`config.mk`:
```
export PLATFORM = sky130hd
export DESIGN_NAME = irq_request_unit_flat
export DESIGN_NICKNAME = d
export VERILOG_FILES = /design/src/rtl/irq_request_unit_if.sv /design/src/rtl/irq_request_unit.sv /design/src/flat_wrapper.sv
export SDC_FILE = /design/constraint.sdc
export NUM_CORES = 1
export LEC_CHECK = 0
export CORE_ASPECT_RATIO = 0.7
export CORE_MARGIN = 4
export CORE_UTILIZATION = 50
export CTS_BUF_LIST = sky130_fd_sc_hd__clkbuf_16
export DETAILED_ROUTE_END_ITERATION = 12
export GPL_ROUTABILITY_DRIVEN = 0
export HOLD_SLACK_MARGIN = 0.05
export PLACE_DENSITY = 0.84
export SYNTH_ARGS = -nofsm -noshare
export SYNTH_HDL_FRONTEND = slang
export SYNTH_SLANG_ARGS = --single-unit
```
`constraint.sdc`:
```
create_clock -name clk -period 3.8 [get_ports clk]
set_clock_uncertainty 0.2 [all_clocks]
set_input_delay 0.76 -clock clk [delete_from_list [all_inputs] [get_ports clk]]
set_output_delay 0.76 -clock clk [all_outputs]
set_load 0.05 [all_outputs]
```
`src/rtl/irq_request_unit_if.sv`:
```
// Request/acknowledge handshake between the interrupt request unit and the CPU interrupt controller.
// The unit drives the held request and its cause; the controller answers with ISR entry and return pulses.
interface irq_request_unit_if #(
  parameter int CAUSE_W = 3
);
  logic               interrupt_signal;
  logic [CAUSE_W-1:0] irq_cause;
  logic               irq_ack;
  logic               isr_done;

  modport master (
    output interrupt_signal,
    output irq_cause,
    input  irq_ack,
    input  isr_done
  );

  modport slave (
    input  interrupt_signal,
    input  irq_cause,
    output irq_ack,
    output isr_done
  );
endinterface

```
`src/rtl/irq_request_unit.sv`:
```
// Interrupt request unit: edge-latches sources into pending, masks and prioritises them (index 0 highest),
// and holds one request with its cause until the controller enters the ISR; no nesting until the ISR returns.
module irq_request_unit #(
  parameter int                 NUM_SRC    = 8,
  parameter int                 CNT_W      = 8,
  parameter logic [NUM_SRC-1:0] MASK_RESET = {NUM_SRC{1'b1}}
) (
  input  logic               clk,
  input  logic               reset,
  input  logic [NUM_SRC-1:0] irq_src,
  input  logic               mie,
  input  logic               mask_we,
  input  logic [NUM_SRC-1:0] mask_wdata,
  output logic [NUM_SRC-1:0] mask,
  output logic [NUM_SRC-1:0] pending,
  input  logic               lost_clr,
  output logic [CNT_W-1:0]   lost_count,
  irq_request_unit_if.master irq
);
  localparam int CAUSE_W = $clog2(NUM_SRC);

  typedef enum logic [1:0] {
    IDLE,
    REQUEST,
    IN_SERVICE
  } state_t;

  state_t             state_reg, state_next;
  logic [NUM_SRC-1:0] irq_prev_reg;
  logic [NUM_SRC-1:0] pending_reg, pending_next;
  logic [NUM_SRC-1:0] mask_reg, mask_next;
  logic [NUM_SRC-1:0] edge_det, ack_clr, lost_hit, eligible;
  logic [CNT_W-1:0]   lost_reg, lost_next;
  logic               req_reg, req_next;
  logic [CAUSE_W-1:0] cause_reg, cause_next, winner;
  logic               ack_fire;

  // Only the acknowledge of an outstanding request clears a pending bit.
  assign ack_fire = (state_reg == REQUEST) && irq.irq_ack;
  assign eligible = pending_reg & mask_reg;

  genvar gi;
  generate
    for (gi = 0; gi < NUM_SRC; gi++) begin : g_src
      assign edge_det[gi]     = irq_src[gi] & ~irq_prev_reg[gi];
      assign ack_clr[gi]      = ack_fire && (cause_reg == CAUSE_W'(gi));
      // A new edge wins over the acknowledge clear of the same bit.
      assign pending_next[gi] = (pending_reg[gi] & ~ack_clr[gi]) | edge_det[gi];
      assign lost_hit[gi]     = edge_det[gi] & pending_reg[gi] & ~ack_clr[gi];
    end
  endgenerate

  always_comb begin
    winner = '0;
    for (int i = NUM_SRC - 1; i >= 0; i--) begin
      if (eligible[i]) winner = CAUSE_W'(i);
    end
  end

  always_comb begin
    mask_next = mask_we ? mask_wdata : mask_reg;
    lost_next = lost_reg;
    if (lost_clr) begin
      lost_next = '0;
    end else if ((|lost_hit) && (lost_reg != {CNT_W{1'b1}})) begin
      lost_next = lost_reg + CNT_W'(1);
    end
  end

  always_comb begin
    state_next = state_reg;
    req_next   = req_reg;
    cause_next = cause_reg;
    case (state_reg)
      IDLE: begin
        if (mie && (|eligible)) begin
          state_next = REQUEST;
          req_next   = 1'b1;
          cause_next = winner;
        end
      end
      REQUEST: begin
        if (irq.irq_ack) begin
          state_next = IN_SERVICE;
          req_next   = 1'b0;
        end
      end
      IN_SERVICE: begin
        if (irq.isr_done) state_next = IDLE;
      end
      default: begin
        state_next = IDLE;
        req_next   = 1'b0;
      end
    endcase
  end

  always_ff @(posedge clk) begin
    if (!reset) begin
      state_reg    <= IDLE;
      irq_prev_reg <= '1;
      pending_reg  <= '0;
      mask_reg     <= MASK_RESET;
      lost_reg     <= '0;
      req_reg      <= 1'b0;
      cause_reg    <= '0;
    end else begin
      state_reg    <= state_next;
      irq_prev_reg <= irq_src;
      pending_reg  <= pending_next;
      mask_reg     <= mask_next;
      lost_reg     <= lost_next;
      req_reg      <= req_next;
      cause_reg    <= cause_next;
    end
  end

  assign mask                 = mask_reg;
  assign pending              = pending_reg;
  assign lost_count           = lost_reg;
  assign irq.interrupt_signal = req_reg;
  assign irq.irq_cause        = cause_reg;
endmodule
```
`src/flat_wrapper.sv`:
```
// flat-port wrapper written by rule: the top's interface ports become plain ports
module irq_request_unit_flat 
#(
  parameter int                 NUM_SRC    = 8,
  parameter int                 CNT_W      = 8,
  parameter logic [NUM_SRC-1:0] MASK_RESET = {NUM_SRC{1'b1}}
)
  (clk, reset, irq_src, mie, mask_we, mask_wdata, mask, pending, lost_clr, lost_count, irq_interrupt_signal, irq_irq_cause, irq_irq_ack, irq_isr_done);
  irq_request_unit_if irq_i ();
  input  logic clk;
  input  logic reset;
  input  logic [NUM_SRC-1:0] irq_src;
  input  logic mie;
  input  logic mask_we;
  input  logic [NUM_SRC-1:0] mask_wdata;
  output logic [NUM_SRC-1:0] mask;
  output logic [NUM_SRC-1:0] pending;
  input  logic lost_clr;
  output logic [CNT_W-1:0] lost_count;
  output wire logic [$bits(irq_i.interrupt_signal)-1:0] irq_interrupt_signal;
  output wire logic [$bits(irq_i.irq_cause)-1:0] irq_irq_cause;
  input wire logic [$bits(irq_i.irq_ack)-1:0] irq_irq_ack;
  input wire logic [$bits(irq_i.isr_done)-1:0] irq_isr_done;
  assign irq_interrupt_signal = irq_i.interrupt_signal;
  assign irq_irq_cause = irq_i.irq_cause;
  assign irq_i.irq_ack = irq_irq_ack;
  assign irq_i.isr_done = irq_isr_done;
  irq_request_unit #(.NUM_SRC(NUM_SRC), .CNT_W(CNT_W), .MASK_RESET(MASK_RESET)) u_core (.clk(clk), .reset(reset), .irq_src(irq_src), .mie(mie), .mask_we(mask_we), .mask_wdata(mask_wdata), .mask(mask), .pending(pending), .lost_clr(lost_clr), .lost_count(lost_count), .irq(irq_i));
endmodule
```
== Yosys cells after proc, flatten, opt, wreduce, memory -nomap -nowiden ==
Cells that the tools add are included.

* Reduce and logical (&&, ||, !) cells: 19
* Muxes and demuxes: 15
* Bitwise gates (word level): 59
* Equality and inequality tests: 13
* Add/sub/neg operators: 1

{| class="wikitable"
|+ Operators with widths
! operator !! number
|-
| 1-bit bitwise AND || 32
|-
| 3-bit 2-to-1 mux || 8
|-
| 1-bit inverter || 18
|-
| 8-bit OR reduction || 2
|-
| 3-bit equality test (second input constant) || 4
|-
| 1-bit logical AND || 11
|-
| 8-bit by 1-bit adder with 8-bit output (second input constant) || 1
|-
| 8-bit bitwise AND || 1
|-
| 8-bit != test (second input constant) || 1
|-
| 1-bit bitwise OR || 8
|-
| 3-bit by 2-bit equality test with 1-bit output (second input constant) || 2
|-
| 2-bit 2-to-1 mux || 3
|-
| 2-bit case mux with 3 select lines || 1
|-
| 3-bit AND reduction || 2
|-
| 2-bit != test (second input constant) || 2
|-
| 3-bit by 1-bit equality test with 1-bit output (second input constant) || 1
|-
| 3-bit zero test || 1
|-
| 1-bit case mux with 3 select lines || 1
|-
| 2-bit by 1-bit equality test with 1-bit output (second input constant) || 1
|-
| 2-bit equality test (second input constant) || 1
|-
| 2-bit zero test || 1
|-
| 1-bit 2-to-1 mux || 2
|-
| 2-bit by 1-bit != test with 1-bit output (second input constant) || 1
|-
| 2-bit AND reduction || 1
|-
| 2-bit OR reduction || 1
|}

* Output and inout bits: 28
* Register bits: 38

== Longest topological paths before layout ==
* Word-level depth: 9
* Gate-level depth with buffers: 8
* Depth with buffers taken out: 7

== Least setup slack after synthesis ==
No wires, ideal clock.

* Kind: reg-to-reg
* Start point: register u_core.cause_reg[0], in the netlist u_core.irq.irq_cause[0]
* End point: register u_core.lost_reg[2], in the netlist u_core.lost_count[2]
* Slack: 1.422 ns
* Cell stages (with the launch flop): 8
* Arrival: 2.049 ns
* Clock period less this slack: 2.378 ns
* Path buffers: 1
* Setup time: 0.129 ns
* Path through: dfxtp_1 -> nand3_1 -> o41ai_1 -> o221ai_2 -> o21ai_2 -> buf_6 -> or3_1 -> a21oi_2

* Word-level cells in the longest chain between the ends: 6
* Elaborated cells between the ends (all ways): 34

{| class="wikitable"
|+ RTL lines
! item !! line !! text
|-
| start: declaration || irq_request_unit.sv:35 || <nowiki>logic [CAUSE_W-1:0] cause_reg, cause_next, winner;</nowiki>
|-
| start signal: assignment || irq_request_unit.sv:114 || <nowiki>cause_reg <= cause_next;</nowiki>
|-
| 3-bit by 1-bit equality test with 1-bit output, or another cell as far along || irq_request_unit.sv:46 || <nowiki>assign ack_clr[gi] = ack_fire && (cause_reg == CAUSE_W'(gi));</nowiki>
|-
| 1-bit logical AND || irq_request_unit.sv:46 ||
|-
| 1-bit inverter || irq_request_unit.sv:49 || <nowiki>assign lost_hit[gi] = edge_det[gi] & pending_reg[gi] & ~ack_clr[gi];</nowiki>
|-
| 1-bit bitwise AND || irq_request_unit.sv:49 ||
|-
| 8-bit OR reduction (*) || irq_request_unit.sv:65 || <nowiki>end else if ((|lost_hit) && (lost_reg != {CNT_W{1'b1}})) begin</nowiki>
|-
| 1-bit logical AND (*) || irq_request_unit.sv:65 ||
|-
| end signal: assignment || irq_request_unit.sv:112 || <nowiki>lost_reg <= lost_next;</nowiki>
|-
| end: declaration || irq_request_unit.sv:33 || <nowiki>logic [CNT_W-1:0] lost_reg, lost_next;</nowiki>
|}

Every way passes the cells marked *; elsewhere a longest branch is shown, timed or not.
A chain may end at the register's enable or synchronous reset.

== Worst setup path in the final report ==
* Start point: input irq_irq_ack
* End point: register u_core.lost_reg[3], in the netlist u_core.lost_count[3]

* Word-level cells in the longest chain between the ends: 6
* Elaborated cells between the ends (all ways): 27

{| class="wikitable"
|+ RTL lines
! item !! line !! text
|-
| start: declaration || flat_wrapper.sv:22 || <nowiki>input wire logic [$bits(irq_i.irq_ack)-1:0] irq_irq_ack;</nowiki>
|-
| 1-bit logical AND (*) || irq_request_unit.sv:39 || <nowiki>assign ack_fire = (state_reg == REQUEST) && irq.irq_ack;</nowiki>
|-
| 1-bit logical AND || irq_request_unit.sv:46 ||
|-
| 1-bit inverter || irq_request_unit.sv:49 ||
|-
| 1-bit bitwise AND || irq_request_unit.sv:49 ||
|-
| 8-bit OR reduction (*) || irq_request_unit.sv:65 ||
|-
| 1-bit logical AND (*) || irq_request_unit.sv:65 ||
|}

Marked as above.

==> results.sh <==
export IMPL_seq_area_um2=761
export IMPL_grt_usage=0.211
export IMPL_slew_violations=0
export IMPL_fin_crit_ns=3.07
export IMPL_synthToLayoutAreaGrowth_pct=41.2
export IMPL_p_per_area_nw_per_um2=447
export IMPL_grt_pass1_wl_um=7360
export IMPL_synth_commonest_cells="dfxtp_1, nand2_1, nand2b_1, a21boi_0, nand3_1"
export IMPL_peakVddDrop_mv=0.315
export IMPL_met3_usage=0.0678
export IMPL_cp_num_buf_inv=1
export IMPL_finalSetupViolations=0
export IMPL_p_int_mw=0.800
export IMPL_cts_max_path_buffers=2
export IMPL_antenna_found_initial=0
export IMPL_yosysMostFrequentCell="dfxtp_1"
export IMPL_crit_slowest_cell="o21ai_2"
export IMPL_post_route_period_util=0.808
export IMPL_power_frac_comb=0.164
export IMPL_cp_slowest_stage_delay_ns=0.55
export IMPL_synth_ff_type="dfxtp_1"
export IMPL_fin_tns_setup_ns=0
export IMPL_cap_violations=0
export IMPL_ys_seq_area_frac=0.444
export IMPL_p_switching_mw=0.281
export IMPL_vias=1522
export IMPL_crit_family="compound AO/OA/AOI/OAI gates"
export IMPL_clkTransAtPathRegs_ns=0.06
export IMPL_cts_setup_buffers=0
export IMPL_stdcell_area_um2=2420
export IMPL_clock_sink_count=38
export IMPL_core_area_um2=3210
export IMPL_status="finished clean"
export IMPL_grtUsageMet1=0.279
export IMPL_io_pins=51
export IMPL_cts_tree="built"
export IMPL_cp_start_kind="primary input"
export IMPL_hold_path_depth=2
export IMPL_tightest_slew_ns=0.628
export IMPL_ys_types=37
export IMPL_worstPathArrival_ns=3.03
export IMPL_finish_utilization=0.753
export IMPL_routedWlPerCell_um=15.6
export IMPL_nets=257
export IMPL_diodes=0
export IMPL_yosys_area_top_type_share=0.444
export IMPL_hold_class="reg2reg"
export IMPL_cp_max_fo=13
export IMPL_async_flop_share=0
export IMPL_hpwl_um=3320
export IMPL_power_share_clock=0.428
export IMPL_dieArea_um2=4440
export IMPL_grt_ovfl_total=0
export IMPL_synth_edf_count=0
export IMPL_leakage_nw=0.878
export IMPL_postRouteWirelength_um=4390
export IMPL_grt_max_degree=33
export IMPL_detail_route_iter0_violations=96
export IMPL_path_depth=7
export IMPL_fp_dieW_um=77.9
export IMPL_fp_row_count=17
export IMPL_grt_pass1_vias=1473
export IMPL_netlist_instances=180
export IMPL_yosys_top_cells_area="dfxtp_1, nand2b_1, mux2i_1"
export IMPL_multi_input_area_um2=910
export IMPL_drtAntennaViolNets=0
export IMPL_ff2ff_path_depth=6
export IMPL_path_class="in2reg"
export IMPL_worstPathCellList="clkdlybuf4s50_1 > nand3_1 > o41ai_1 > o221ai_2 > o21ai_2 > or3_2 > a21oi_2"
export IMPL_firstDrtPassIters=4
export IMPL_max_slew_margin_rel=0.581
export IMPL_drive_gt1_frac=0.137
export IMPL_ctsHoldBuffers=0
export IMPL_vias_per_cell=5.42
export IMPL_drcViolationCount=0
export IMPL_synth_seq_cells=38
export IMPL_numPortBuffers=50
export IMPL_syn_avg_cell_area_um2=9.51
export IMPL_syn_num_nets=204
export IMPL_start_util=0.533
export IMPL_yosys_warnings=0
export IMPL_hold_violations=0
export IMPL_seqPwrFrac=0.407
export IMPL_sw_frac_of_total=0.260
export IMPL_nFillCells=221
export IMPL_fmax_mhz=326
export IMPL_syn_cell_area_um2=1710
export IMPL_place_area_um2=2250
export IMPL_met2_usage=0.333
export IMPL_grt_busiest_layer="met2"
export IMPL_post_cts_resized=0
export IMPL_synth_area_leader_cell="dfxtp_1"
export IMPL_cts_htree_levels=2
export IMPL_cts_root_buf="clkbuf_16"
export IMPL_die_h_um=57.0
export IMPL_insertion_delay_ns=0.28
export IMPL_end_kind="flip-flop"
export IMPL_worstPathRequired_ns=3.76
export IMPL_rsz0062_at_grt="no"
export IMPL_cts_buffers=5
-- worst reg2reg max path, cell delays in order, from the launching register on --
cell and delay [ns]:
dfxtp_1 0.46, nand3_1 0.22, o41ai_1 0.50, o221ai_2 0.19
o21ai_2 0.55, or3_2 0.25, a21oi_2 0.05
-- final timing paths --
check | end | slack, ns | start
setup / recovery | u_core.lost_count[3] | 0.73 | irq_irq_ack
hold / removal | u_core.lost_count[4] | 0.29 | u_core.lost_count[4]
setup reg to reg | u_core.lost_count[3] | 1.26 | u_core.irq.irq_cause[0]
hold reg to reg | u_core.lost_count[4] | 0.29 | u_core.lost_count[4]
-- cells by family (layout without fill, tap and decap cells) --
group           count (synthesis)  after routing  synth area share
xor+xnor                        1              1           0.00951
compound gates                 47             47             0.227
flops                          38             38             0.444
mux                             9              9            0.0526
simple gates                   75             75             0.235
buf+inv                         9             63            0.0241
fa+ha+maj                       1              1           0.00731
-- per-stage QoR --
step                      instances  hold slack [ns]  setup WS, ns  total power [mW]
after global routing            281            0.314         0.521              1.12
after detailed placement        273            0.279         0.491             0.625
after CTS                       281            0.292         0.745              1.09
after floorplan                 180            0.297          1.42             0.555
after global placement          273            0.276         0.614             0.618
final                           281            0.291         0.728              1.08
-- power by group through the flow --
stage / logic, mW / registers (mW) / clock network [mW]
final: 0.177 / 0.440 / 0.463
after global routing: 0.190 / 0.444 / 0.486
after CTS: 0.178 / 0.440 / 0.471
after detailed placement: 0.177 / 0.448 / 0
after global placement: 0.171 / 0.447 / 0
after floorplan: 0.0646 / 0.490 / 0
-- layout make-up --
class / instances / area share
Clock buffer: 5 / 0.0518
Clock inverter: 3 / 0.0166
Inverter: 4 / 0.00621
Multi-Input combinational cell: 133 / 0.376
Sequential cell: 38 / 0.315
Tap cell: 47 / 0.0243
Timing Repair Buffer: 51 / 0.210
-- layout by cell type (no fill, tap or decap), drive strengths merged --
cell,n
or2,2
o41ai,4
a22oi,4
ha,1
nand2,23
or3,6
bufinv,1
xor2,1
clkbuf,5
o31ai,2
o2111ai,1
and3,2
clkinv,2
and3b,1
nand3,10
nor2,4
nor2b,3
o21ai,11
a21boi,11
and2,3
nand2b,19
clkdlybuf4s50,50
o221ai,2
or3b,1
o211ai,1
a21oi,9
dfxtp,38
buf,1
o22a,2
inv,4
mux2i,9
nand4b,1
-- metal layers --
layer	vias up	wire length (um)	part of all wire
met1	705	1980	0.45
li1	755	-	-
met2	51	2100	0.48
met5	-	0	0
met4	0	60	0.014
met3	11	257	0.059
Power figures use the tool's default switching activity.
